**config.mk**
```make
export PLATFORM = sky130hd
export DESIGN_NAME = fir_tap_seq18x25
export DESIGN_NICKNAME = d
export VERILOG_FILES = /design/src/rtl/fir_tap_seq18x25.sv
export SDC_FILE = /design/constraint.sdc
export NUM_CORES = 1
export LEC_CHECK = 0
export CORE_ASPECT_RATIO = 1.75
export CORE_MARGIN = 5
export CORE_UTILIZATION = 25
export DETAILED_ROUTE_END_ITERATION = 10
export GPL_ROUTABILITY_DRIVEN = 1
export PLACE_DENSITY = 0.44
export SETUP_SLACK_MARGIN = 0.5
export SLEW_MARGIN = 20
export SYNTH_ARGS = -nofsm -noshare
export SYNTH_HDL_FRONTEND = slang
export SYNTH_SLANG_ARGS = --single-unit
```
**constraint.sdc**
```tcl
create_clock -name clk -period 3.4 [get_ports clk]
set_clock_uncertainty 0.15 [all_clocks]
set_input_delay 0.34 -clock clk [delete_from_list [all_inputs] [get_ports clk]]
set_output_delay 0.34 -clock clk [all_outputs]
set_load 0.02 [all_outputs]
```
**src/rtl/fir_tap_seq18x25.sv**
```systemverilog
// Sequencer feeding (sample, coefficient) bursts to the 18x25 MAC; one TAPS-long burst per accepted sample.
// Latency: tap k appears 2+k cycles after acceptance; busy blocks iv (dropped, sets ovr). Option: FIRSEQ_CBANK_EN.
module fir_tap_seq18x25 #(
    parameter int TAPS = 32,
    parameter int AW   = 5
) (
    input  logic               clk,
    input  logic               rst,
    input  logic signed [17:0] din,
    input  logic               iv,
    input  logic               cwe,
`ifdef FIRSEQ_CBANK_EN
    input  logic [AW:0]        cwa,
`else
    input  logic [AW-1:0]      cwa,
`endif
    input  logic signed [24:0] cwd,
    input  logic               cbank,
    output logic signed [17:0] dout,
    output logic signed [24:0] cout,
    output logic               first,
    output logic               last,
    output logic               busy,
    output logic               ovr
);

`ifdef FIRSEQ_CBANK_EN
    localparam int CAW = AW + 1;
`else
    localparam int CAW = AW;
`endif

    localparam logic [AW-1:0] KMAX  = AW'(TAPS - 1);
    localparam logic [AW:0]   FFULL = (AW + 1)'(TAPS);

    typedef enum logic {IDLE, RUN} state_t;

    state_t             state;
    logic [AW-1:0]      wp;
    logic [AW-1:0]      rp;
    logic [AW-1:0]      k;
    logic [AW:0]        fill;
    logic [CAW-1:0]     caddr;
    logic               acc;

    logic signed [17:0] smem [2**AW];
    logic signed [24:0] cmem [2**CAW];

    assign acc = iv & ~busy;

`ifdef FIRSEQ_CBANK_EN
    logic bank;
    assign caddr = {bank, k};
`else
    logic unused_cbank;
    assign unused_cbank = cbank;
    assign caddr        = k;
`endif

    // RAMs carry no reset; stale sample words are hidden by the fill mask.
    always_ff @(posedge clk) begin
        if (cwe)
            cmem[cwa] <= cwd;
        if (acc)
            smem[wp] <= din;
    end

    always_ff @(posedge clk or posedge rst) begin
        if (rst) begin
            state <= IDLE;
            wp    <= '0;
            rp    <= '0;
            k     <= '0;
            fill  <= '0;
            busy  <= 1'b0;
            ovr   <= 1'b0;
            dout  <= '0;
            cout  <= '0;
            first <= 1'b0;
            last  <= 1'b0;
`ifdef FIRSEQ_CBANK_EN
            bank  <= 1'b0;
`endif
        end else begin
            // busy also covers the cycle in which the last tap is on the outputs
            busy <= acc | (state == RUN);
            if (iv && busy)
                ovr <= 1'b1;
            case (state)
                IDLE: begin
                    dout  <= '0;
                    cout  <= '0;
                    first <= 1'b0;
                    last  <= 1'b0;
                    if (acc) begin
                        state <= RUN;
                        rp    <= wp;
                        k     <= '0;
                        if (fill != FFULL)
                            fill <= fill + 1'b1;
`ifdef FIRSEQ_CBANK_EN
                        bank  <= cbank;
`endif
                    end
                end
                RUN: begin
                    dout  <= ({1'b0, k} < fill) ? smem[rp] : '0;
                    cout  <= cmem[caddr];
                    first <= (k == '0);
                    last  <= (k == KMAX);
                    rp    <= rp - 1'b1;
                    k     <= k + 1'b1;
                    if (k == KMAX) begin
                        state <= IDLE;
                        wp    <= wp + 1'b1;
                    end
                end
                default: state <= IDLE;
            endcase
        end
    end

endmodule

```
==> metrics, run 1 <==
status=finished clean; share of flip-flops with an asynchronous set or reset=4.78%; placed cells=5517; Slew @ Worst Pin=1090 ps; RSZ-0062 raised after global routing=false; fin crit share=80.6%; max cap viols=0; Final Instance Count excl. Fillers=5795; Sink Count=1445; die height=631 um; Max clock buf depth=4; startpoint types=flop; sequential-to-total area share from yosys stat=78.0%; placed cell areas=61300 sq um; Nets=2871; Vias/cell=4.41; worst-skew pair later-pin latency=790 ps; Hold Crit Start=cwd[11]; Max FO, Critical Path=25; #FFs+latches synth=1445; Die W=365 um; layout cells sized above 1=29.4%; kind of critical path=reg2reg; Final setup violation count=0; # H-tree levels=4; CP Cell Sequence=buf_12 > buf_4 > mux2i_1 > a22oi_1 > a21oi_1 > a2111oi_1; register area=43100 sq um; Mapped Area=55200 sq um; first-pass GRT wire length=206000 um; vias in the first global route=28200; Synth Net Count=2538; GPL Wtd Cong=0.741; most frequent cells in the layout=edfxtp_1 (1376), mux4_2 (325), buf_4 (165); PwrDens=759 nW/um^2; Post-Route WL=143000 um; share of power burned in registers=41.5%; worst reg2reg startpoint=caddr[1]; Starting Density=25.1%; # fillers=21400; Synth Flop Type=edfxtp_1; CP max-delay cell=a2111oi_1; Detailed Place HPWL=93000 um; Clock Power Share=31.9%; worst rel slew slack=26.8%; Yosys cell types=51; # IOs=100; worst reg2reg endpoint=cout[0]; FMAX=0.365 GHz; largest net degree at the start of global routing=46; Combinational Power Share=26.7%; port bufs=98; Leak Pwr=20.6 nW; gate count after technology mapping=2471; remaining antenna violation count after routing=0; CTS clk-pin slew, worst paths=60 ps; Hold Path Stages=2; Pwr Total=50.1 mW; multi-input gate area in the final layout=11500 sq um; CTS tree=built; grt ovf=0; Final Max Slew Viols=0; WHS Endpoint=cmem[10][11]; min Tclk post-route=2740 ps; HP Class=in2reg; dominant cell type by area after synthesis=edfxtp_1; # DRC=0; initial detailed-routing violation count=1666; antenna violations before repair=5; most common cell after layout, fill and taps aside=edfxtp_1; wire per inst=24.8 um; GRT Util Overall=12.3%; total negative slack=0 ps; total CTS buffers=150; syn avg cell area=22.3 sq um; CTS Root Buffer Type=clkbuf_16; Post-Layout Inst Area=66000 sq um; post-synth top area share=74.9%; growth of design area from synthesis to finish=19.7%; number of flops mapped to enable cells by yosys=1376; P_sw=14.7 mW; Crit path largest cell delay=860 ps; detailed-route via count=25500; Worst setup EP type=flop; top post-synthesis cells by area=edfxtp_1 (75%), mux4_2 (13%), dfrtp_1 (3.1%); Max VDD drop=0.000501 V; Internal Power=35.4 mW; core footprint=220000 sq um; r2r setup slk=660 ps; # rows=228; Fin. Hold Viols=0; sw frac=29.3%; Worst Reg2Reg Path Length in Cells=6; Worst Path Arrival=3130 ps; First-pass DRT Iterations=5; Ys Warns=0; WP data required=3790 ps; Die ar.=231000 sq um
worst max-delay path by stage:
stage / startpoint / endpoint / depth (start not counted)
after floorplan: cwa[1] / cmem[12][0] / 3
after global placement: caddr[4] / cout[8] / 6
after detailed placement: caddr[4] / cout[8] / 6
after CTS: caddr[0] / cout[1] / 7
after global routing: caddr[1] / wp[4] / 8
final: caddr[1] / cout[0] / 6
cell usage after synthesis, types with 4 or more instances:
master,n
buf_1,8
a22o_1,18
buf_2,30
mux4_2,325
dfrtp_1,69
ha_1,14
edfxtp_1,1376
mux2i_1,20
nor2b_1,25
inv_1,16
o22ai_1,17
mux2_2,25
nand3b_1,10
buf_6,20
a22oi_1,77
mux4_1,13
buf_12,6
nor2_1,76
a2111oi_0,5
a21oi_1,5
nand2_1,87
and3_1,12
xnor2_1,10
o22a_1,13
o221ai_1,6
nand2b_1,6
a211oi_1,25
buf_4,19
a2111oi_1,9
nor4_1,5
nand3_1,7
o21ai_0,37
or3b_2,4
clkbuf_1,47
final cells by class:
class | instances | area share [%]
Inverter | 17 | 0.104
Multi-Input combinational cell | 879 | 17.5
Clock buffer | 190 | 6.15
Antenna cell | 4 | 0.0152
Clock inverter | 74 | 0.906
Sequential cell | 1445 | 65.2
Timing Repair Buffer | 311 | 4.64
Tap cell | 2875 | 5.45
worst max-delay path, delay by kind of cell, from the launching register on:
kind,cells,cell delay [ps]
compound gates,3,1210
flops,1,590
buf+inv,2,490
mux,1,80
power by group through the flow:
stage                     registers [mW]  clock network, mW  logic [mW]
final                               20.8               16.0        13.4
after floorplan                     20.9                  0        8.80
after detailed placement            21.2                  0        13.6
after global routing                20.8               17.1        14.4
after global placement              21.2                  0        13.6
after CTS                           20.8               16.5        13.8
state kept, by name, summed over array words and instances, names as in the netlist, 5 cells and up:
signal  cells
cmem      800
smem      576
cout       25
dout       18
fill        6
caddr       5
rp          5
wp          5
through the flow:
step / setup slack (ps) / util, % / hold WS [ps]
after floorplan: 779 / - / 289
after global placement: 251 / 27.9 / 293
after detailed placement: 434 / 27.9 / 300
after global routing: 574 / 30.0 / 194
final: 660 / 30.0 / 238
after CTS: 546 / 30.0 / 154
per-layer routing:
metal / share of wire, % / vias to the layer above / global-route usage [%]
met4: 2.7 / 6 / 3.45
met2: 58 / 471 / 24.6
li1: - / 11100 / -
met5: 0.029 / - / 0
met3: 3.4 / 202 / 1.80
met1: 36 / 13800 / 13.2
logic make-up after synthesis:
logic type | count (synthesis) | share of synthesized area, %
AOI/OAI and AO/OA | 222 | 2.94
xor gates and xnor gates | 11 | 0.175
adders and majority gates | 14 | 0.318
buffers and inverters | 147 | 1.65
DFF | 1445 | 78.0
muxes | 383 | 14.8
and+or+nand+nor | 249 | 2.11
timing repair:
item | in CTS | in global routing
gates resized for setup | 1 | 0
hold endpoints to repair | 38 | 192
buffers inserted | 1 | 1
hold buffers | 2 | 6
endpoints found under the setup margin | 5 | 2
No activity file was read; power rests on OpenSTA's default activity.
==> inputs of run 2 (changes only) <==
- PLACE_DENSITY: 0.44 -> 0.45
- clock period: 3.4 -> 2.3 ns (I/O delays scaled with it)
==> metrics, run 2 (synthesis gave the netlist of run 1 again) <==
HP Class=in2reg; total CTS buffers=151; # rows=228; Largest register FFs=800; fin crit share=99.0%; # H-tree levels=4; Max clock buf depth=4; CTS Root Buffer Type=clkbuf_16; GPL Wtd Cong=0.734; Worst Path Arrival=2710 ps; RSZ-0062 raised after global routing=true; Slew @ Worst Pin=816 ps; Starting Density=25.1%; GRT Util Overall=13.4%; First-pass DRT Iterations=5; Crit path largest cell delay=590 ps; Leak Pwr=23.3 nW; Max FO, Critical Path=8; CP max-delay cell=dfrtp_4; Fin. Hold Viols=0; Final Max Slew Viols=0; Post-Route WL=158000 um; grt ovf=0; total negative slack=0 ps; Max VDD drop=0.000918 V; startpoint types=flop; PwrDens=1140 nW/um^2; # IOs=100; CTS tree=built; antenna violations before repair=1; pre-CTS setup slack=-523 ps; WP data required=2740 ps; port bufs=98; Reg with most FFs=cmem; Detailed Place HPWL=98800 um; kind of critical path=reg2reg; remaining antenna violation count after routing=0; largest net degree at the start of global routing=36; core footprint=220000 sq um; Die ar.=231000 sq um; Vias/cell=4.43; FMAX=0.439 GHz; initial detailed-routing violation count=1608; Die W=365 um; CP Cell Sequence=buf_12 > buf_16 > mux4_2 > mux2_4 > o22ai_4 > nor4_2; max cap viols=0; detailed-route via count=27000; Top Registers=cmem x800, smem x576, cout x25; wire per inst=26.0 um; Final setup violation count=0; die height=631 um; min Tclk post-route=2280 ps; worst rel slew slack=45.5%; status=finished clean; Worst setup EP type=flop; first-pass GRT wire length=222000 um; layout cells sized above 1=43.4%; # DRC=0; most frequent cells in the layout=edfxtp_1 (1376), mux4_2 (331), buf_4 (258); Sink Count=1445; worst-skew pair later-pin latency=790 ps; fin worst setup slack=22.8 ps; most common cell after layout, fill and taps aside=edfxtp_1; vias in the first global route=29700; CTS clk-pin slew, worst paths=60 ps; Nets=3178; growth of design area from synthesis to finish=31.3%
## run 2: report_power, final
part	switching [mW]	leakage, nW	internal [mW]
Clock	10.1	2.32	13.8
Sequential	0.798	13.2	29.6
Combinational	13.6	7.74	14.9
Total	24.6	23.3	58.3
## run 2: worst paths after layout
check	from	end	slack (ps)	cells past startpoint
worst max-delay path	caddr[1]	cout[7]	20	6
worst min register to register	ovr	ovr	310	1
min in group asynchronous	rst	dout[10]	350	3
worst min-delay path	cwd[10]	cmem[4][10]	110	2
max in group asynchronous	rst	cout[23]	900	4
worst max register to register	caddr[1]	cout[7]	20	6
## run 2: timing repair
action,in CTS,in global routing
cloned,23,14
setup endpoints to repair,678,642
setup buffers,93,32
hold endpoints to repair,26,0
pin swaps,67,62
hold buffers,2,0
resized for setup,508,154
## run 2: metal layers
metal / vias up / wire length [um] / track usage (%)
met2: 455 / 94300 / 27.4
met3: 233 / 4320 / 1.73
li1: 11700 / - / -
met4: 0 / 4320 / 3.17
met5: - / 0 / 0
met1: 14600 / 55500 / 14.2
## run 2: layout make-up
cell class              instances  area, sq um
well taps                    2875         3600
repair buffers                617         7910
diodes                          1         2.50
inverters                      17         82.6
clock inverters                60          558
flip-flops and latches       1445        43100
fillers                     20900       148000
multi-input cells             879        13000
clock buffers                 203         4170
## run 2: worst max-delay path, delay by kind of cell (launching register included)
family / cells / cell delay, ps
buf+inv: 2 / 350
simple gates: 1 / 60
flops: 1 / 590
mux: 2 / 830
compound gates: 1 / 120
## run 2: stage by stage
step	cell area [sq um]	instances	hold WS [ps]	utilization, %	power [mW]
2_1_floorplan	55600	2471	179	-	43.9
3_3_place_gp	63700	5669	289	29.0	53.6
3_5_place_dp	63700	5669	299	29.0	53.5
4_1_cts	71100	6050	31.0	32.3	82.3
5_1_grt	72400	6097	73.1	32.9	86.4
6_report	72400	6097	109	32.9	82.9
